[src/rtl/rf_wb_queue.sv]
// Register-file writeback queue: a circular FIFO of pending {reg, data} writes
// that drains into one register-file write port and forwards pending values to decode.
module rf_wb_queue #(
    parameter int DEPTH = 4
) (
    input  logic                     clk,
    input  logic                     rst_n,
    input  logic                     in_valid,
    output logic                     in_ready,
    input  logic [4:0]               in_reg,
    input  logic [31:0]              in_data,
    input  logic                     drain_en,
    output logic                     rf_regwrite,
    output logic [4:0]               rf_write_reg,
    output logic [31:0]              rf_write_data,
    input  logic [4:0]               rs,
    input  logic [4:0]               rt,
    output logic                     fwd_rs_hit,
    output logic                     fwd_rt_hit,
    output logic [31:0]              fwd_rs_data,
    output logic [31:0]              fwd_rt_data,
    output logic [$clog2(DEPTH):0]   count
);

    localparam int PW = $clog2(DEPTH);
    localparam int CW = PW + 1;
    localparam logic [CW-1:0] FULL = CW'(DEPTH);

    logic [PW-1:0] r_head;
    logic [PW-1:0] r_tail;
    logic [CW-1:0] r_count;
    logic [4:0]    r_reg  [DEPTH];
    logic [31:0]   r_data [DEPTH];

    logic w_push;
    logic w_pop;

    // Writes to register 0 are consumed by the handshake but never stored.
    assign in_ready    = (r_count < FULL);
    assign w_push      = in_valid && in_ready && (in_reg != 5'd0);
    assign w_pop       = drain_en && (r_count != '0);
    assign rf_regwrite = w_pop;
    assign count       = r_count;

    assign rf_write_reg  = w_pop ? r_reg[r_head]  : 5'd0;
    assign rf_write_data = w_pop ? r_data[r_head] : 32'd0;

    // NOTE: sequential state uses non-blocking assignments so every flop samples
    // pre-edge values; blocking here would create order-dependent races.
    always_ff @(posedge clk or negedge rst_n) begin
        if (!rst_n) begin
            r_head  <= '0;
            r_tail  <= '0;
            r_count <= '0;
        end else begin
            if (w_push) r_tail <= r_tail + 1'b1;
            if (w_pop)  r_head <= r_head + 1'b1;
            case ({w_push, w_pop})
                2'b10:   r_count <= r_count + 1'b1;
                2'b01:   r_count <= r_count - 1'b1;
                default: r_count <= r_count;
            endcase
        end
    end

    // NOTE: the entry array has no reset; validity comes solely from head/count,
    // so stale contents are never observable and the storage can map to plain RAM.
    always_ff @(posedge clk) begin
        if (w_push) begin
            r_reg[r_tail]  <= in_reg;
            r_data[r_tail] <= in_data;
        end
    end

    // Scan oldest to newest so the last match, the newest entry, wins.
    // NOTE: every output of this block is defaulted first so no path infers a latch.
    always_comb begin
        fwd_rs_hit  = 1'b0;
        fwd_rt_hit  = 1'b0;
        fwd_rs_data = 32'd0;
        fwd_rt_data = 32'd0;
        for (int i = 0; i < DEPTH; i++) begin
            if (CW'(i) < r_count) begin
                if (rs != 5'd0 && r_reg[r_head + PW'(i)] == rs) begin
                    fwd_rs_hit  = 1'b1;
                    fwd_rs_data = r_data[r_head + PW'(i)];
                end
                if (rt != 5'd0 && r_reg[r_head + PW'(i)] == rt) begin
                    fwd_rt_hit  = 1'b1;
                    fwd_rt_data = r_data[r_head + PW'(i)];
                end
            end
        end
    end

endmodule
[config.mk]
export PLATFORM = sky130hd
export DESIGN_NAME = rf_wb_queue
export DESIGN_NICKNAME = d
export VERILOG_FILES = /design/src/rtl/rf_wb_queue.sv
export SDC_FILE = /design/constraint.sdc
export NUM_CORES = 1
export LEC_CHECK = 0
export CAP_MARGIN = 20
export CORE_MARGIN = 3
export CORE_UTILIZATION = 50
export DETAILED_ROUTE_END_ITERATION = 16
export PLACE_DENSITY = 0.85
export SYNTH_ARGS = -nofsm -noshare
export SYNTH_HDL_FRONTEND = slang
export SYNTH_SLANG_ARGS = --single-unit
[constraint.sdc]
create_clock -name clk -period 6.5 [get_ports clk]
set_input_delay 0.975 -clock clk [delete_from_list [all_inputs] [get_ports clk]]
set_output_delay 0.975 -clock clk [all_outputs]
set_load 0.1 [all_outputs]
-- Yosys cells after proc, flatten, opt, wreduce, memory -nomap -nowiden
Memories as Yosys holds them, arrays and structs flattened.
Index checks and enable logic that the tools add are counted.
- add/sub/neg operators: 6
- $lt $le $gt $ge: 5
- eq/ne operators: 10
- mux-type cells: 37
- reduce and logical (&&, ||, !) cells: 16
- operator list (kind ; number):
    $mux W32 ; 17
    $eq A5 B5 Y1 ; 8
    $mux W1 ; 18
    $reduce_bool A5 Y1 ; 3
    $logic_and A1 B1 Y1 ; 11
    $lt A1 B3 Y1 const A ; 2
    $lt A2 B3 Y1 const A ; 2
    $pmux W3 S2 ; 1
    $mux W5 ; 1
    $add A2 B1 Y2 const B ; 2
    $add A2 B2 Y2 const B ; 2
    $add A3 B1 Y3 const B ; 1
    $lt A3 B3 Y1 const B ; 1
    $reduce_bool A3 Y1 ; 1
    $sub A3 B1 Y3 const B ; 1
    $eq A2 B1 Y1 const B ; 1
    $eq A2 B2 Y1 const B ; 1
    $reduce_bool A2 Y1 ; 1
- register bits after elaboration: 7
- memory bits (writable): 148
- memories: 2
- memories (memory ; depth ; bits a word ; read ports ; clocked after memory_dff ; wr ports ; RTL line ; text):
    r_data ; 4 ; 32 ; 4 ; 0 ; 1 ; 33 ; logic [31:0] r_data [DEPTH];
    r_reg ; 4 ; 5 ; 4 ; 0 ; 1 ; 32 ; logic [4:0] r_reg [DEPTH];

-- Logic depth before layout (Yosys ltp)
An unclocked memory read counts as a cell.
- depth in word-level cells: 11
- mapped depth: 13
- mapped depth without buffers: 9

-- Worst setup path after synthesis
OpenSTA, ideal clock, no wires.
- path kind: reg-to-output
- start: register r_count[2], in the netlist count[2]
- end: output fwd_rt_data[0]
- arrival time: 5.432 ns
- setup slack: 0.093 ns
- stages on the path, launching flop included: 8
- buffers on the path: 1
- path through: dfrtp_1 > clkinv_1 > nor3_1 > mux2i_1 > nor4_4 > nor2_1 > buf_2 > a211oi_1
- cells in the longest elaborated chain, start to end: 8
- elaborated cells between the ends (all ways): 11
- classes of those cells: order compare (4); mux (7)
- ends and longest elaborated chain (element ; RTL line ; text):
    start, declared ; 31 ; logic [CW-1:0] r_count;
    start signal, assigned ; 59 ; 2'b10: r_count <= r_count + 1'b1;
    start signal, assigned ; 60 ; 2'b01: r_count <= r_count - 1'b1;
    start signal, assigned ; 61 ; default: r_count <= r_count;
    $lt A1 B3 Y1 ; 83 ; if (CW'(i) < r_count) begin
    $mux W32 ; 83 ;
    $mux W32 ; 88 ; if (rt != 5'd0 && r_reg[r_head + PW'(i)] == rt) begin
    $mux W32 ; 83 ;
    $mux W32 ; 88 ;
    $mux W32 ; 83 ;
    $mux W32 ; 88 ;
    $mux W32 * ; 83 ;
    end, declared ; 21 ; output logic [31:0] fwd_rt_data,
Mark *: on every way between the ends. The rest lies on a longest branch, timed or not.

-- Worst setup path in the final report
- start: register r_head[1]
- end: output rf_write_data[0]
- cells in the longest elaborated chain, start to end: 2
- ends and longest elaborated chain (element ; RTL line ; text):
    start, declared ; 29 ; logic [PW-1:0] r_head;
    start signal, assigned ; 57 ; if (w_pop) r_head <= r_head + 1'b1;
    $mem_v2 Z4 W32 ; -- ;
    $mux W32 ; 46 ; assign rf_write_data = w_pop ? r_data[r_head] : 32'd0;
    end, declared ; 15 ; output logic [31:0] rf_write_data,
Every way passes these cells.

==> metrics.md <==
| Metric | Value |
|---|---|
| CTS tree | built |
| Slew headroom | 0.329 |
| Grt total ovfl | 0 |
| FMAX | 178 MHz |
| Reg clk slew, reported paths | 0.07 ns |
| Largest family of logic cells by synthesized area | multiplexers |
| Sequential element share of the synthesized area | 0.401 |
| Die area | 24900 um^2 |
| Placed Area | 13000 um^2 |
| Max-Cap Viols | 0 |
| Fin cells | 1429 |
| Net Count, Synth | 1095 |
| Largest register FFs | 128 |
| Port bufs | 158 |
| Commonest cells post-synth | mux2i_1, edfxtp_1, nand2_1, a21oi_1, clkbuf_1 |
| Reg2reg end | count[2]$_DFFE_PN0P_ |
| FP Rows | 54 |
| GPL Wtd Cong | 0.916 |
| Routed Antenna Nets | 0 |
| Synth Area in Adders | 0.00978 |
| Initial Utilization | 0.518 |
| Arr. time, crit path | 4.65 ns |
| Ys flop type | edfxtp_1 |
| Simple-gate area share of the yosys netlist | 0.119 |
| Worst hold path class | flip-flop to flip-flop |
| Hold depth | 2 |
| Die W | 158 um |
| Via count | 8894 |
| R2R cell count | 9 |
| Compound-cell area share of the yosys netlist | 0.168 |
| DR WL/cell | 21.7 um |
| Deepest clock path buffer count | 2 |
| Asr flop ratio synth | 0.0452 |
| Hold buffer count at CTS | 0 |
| Post-route setup TNS | 0 ns |
| Pin count of the biggest net entering global routing | 78 |
| Detailed Place HPWL | 20100 um |
| FF+latch count, synth | 155 |
| Post-Route WL | 31000 um |
| Vias/cell | 6.22 |
| Mux cell area share after synthesis | 0.222 |
| Endpoints failing setup | 0 |
| First-pass GRT wire length | 46900 um |
| DRC viols | 0 |
| Initial DRC Count | 884 |
| Least-Margin Pin Slew | 1.00 ns |
| Layout cells sized above 1 | 0.214 |
| Post-Syn Area | 11500 um^2 |
| Yosys warns | 0 |
| Startpoint type of the worst setup path | flip-flop |
| Status | finished, final reports clean |
| Share of the synthesized area in the top cell type | 0.386 |
| Dpl cells | 1397 |
| Clock Latency Late Sink | 0.43 ns |
| H-Tree Level Count | 4 |
| Area Growth Syn to Fin | 17.8% |
| Fin. max-slew vios | 0 |
| Post-synthesis xor/xnor area fraction | 0.0312 |
| Die Y-Extent | 158 um |
| Cells resized by post-CTS repair | 0 |
| Total CTS buffers | 17 |
| Syn_area_per_cell | 11.1 um^2 |
| Vias in the first global route | 8671 |
| Top Ports | 159 |
| Final Hold Violating Endpoints | 0 |
| Post-CTS Setup Repair Bufs | 0 |
| Top-count cell post-synth | mux2i_1 |
| Synth Instances | 1035 |
| Clk_skew | 0.00915 ns |
| CORE AREA | 22200 um^2 |
| Fin crit period | 5.62 ns |
| Antenna violations before repair | 1 |
| NumNets Final | 1196 |
| CP Launch Point | r_head[1]$_DFFE_PN0P_ |
| Final period util | 0.865 |
| Worst Path Required | 5.52 ns |
| Final instance area | 13600 um^2 |
| CTS Sinks | 155 |
| GRT Resource Usage Total | 0.243 |
| RSZ-0062 raised after global routing | no |
| Drt pass-1 iters | 6 |
| Post-synth EDFFs | 148 |
| Yosys top cell by area | edfxtp_1 |
| Unique masters post-synth | 60 |
| CP max FO | 57 |
| Worst r2r src | count[0]$_DFFE_PN0P_ |
| Clk root buf | clkbuf_16 |
| Crit path capture | rf_write_data[0] |
| Top cells by area, synth | edfxtp_1, mux2i_1, mux4_2 |
| WS Path Type | flip-flop to output pin |
| R2r setup slk | 3.91 ns |
| Element type at the critical path end | output pin |
layout make-up:
| class | count | area [um^2] |
|---|---|---|
| fill | 1756 | 8670 |
| multi-input combinational | 773 | 6370 |
| sequential | 155 | 4630 |
| timing repair buffer | 177 | 1570 |
| clock buffer | 18 | 429 |
| tap | 280 | 350 |
| clock inverter | 13 | 169 |
| inverter | 12 | 47.5 |
| antenna | 1 | 2.50 |
metrics by stage:
step | setup slack (ns) | hold slack [ns] | util
global route | 0.709 | 0.665 | 0.610
finish | 0.880 | 0.633 | 0.610
global placement | 1.28 | 0.602 | 0.582
CTS | 0.883 | 0.617 | 0.610
detailed placement | 1.24 | 0.597 | 0.583
floorplan | 0.0930 | 0.580 | -
kinds of logic after synthesis:
logic type,count (synthesis)
compound gates,245
xor+xnor,41
fa+ha+maj,9
buf+inv,107
flops,155
mux,226
simple gates,252
worst max-delay path: stages, from the launching register on:
cell	delay [ns]
dfrtp_4	0.95
buf_4	0.79
buf_4	0.54
mux2i_1	0.19
mux2i_1	0.36
and2_1	0.19
clkdlybuf4s50_1	1.13
how the worst min path moves through the flow:
stage / startpoint / end / slack [ns]
floorplan: r_tail[1]$_DFFE_PN0P_ / r_tail[1]$_DFFE_PN0P_ / 0.58
global placement: count[1]$_DFFE_PN0P_ / count[1]$_DFFE_PN0P_ / 0.60
detailed placement: count[1]$_DFFE_PN0P_ / count[1]$_DFFE_PN0P_ / 0.60
CTS: count[1]$_DFFE_PN0P_ / count[1]$_DFFE_PN0P_ / 0.62
global route: r_tail[0]$_DFFE_PN0P_ / r_tail[0]$_DFFE_PN0P_ / 0.66
finish: count[1]$_DFFE_PN0P_ / count[1]$_DFFE_PN0P_ / 0.63
layout by cell type (no fill, tap or decap), types with 5 or more instances in the layout:
master and n:
mux2_2 33, and2_1 37, ha_1 9, o21ai_1 28, xnor2_1 32, inv_1 10, dfrtp_1 5, o22a_1 30
edfxtp_1 148, o21ai_0 37, clkbuf_16 17, nand2_1 72, clkdlybuf4s50_1 92, xor2_1 9, nor2b_1 33, a211oi_2 29
nor2_1 44, mux4_2 20, buf_4 84, mux2i_1 172, a21oi_1 66, nand3b_1 31, a221oi_2 28, nor3_1 6
routing by layer:
metal,global-route usage,vias to the layer above,wire length (um)
li1,-,4140,-
met1,0.315,4297,12700
met2,0.414,391,15200
met3,0.0407,64,2300
met4,0.0826,2,767
met5,0,-,13
Power is left out: the tool's default activity adds up to more than one toggle a clock period on the data nets, which glitch-free logic cannot reach.
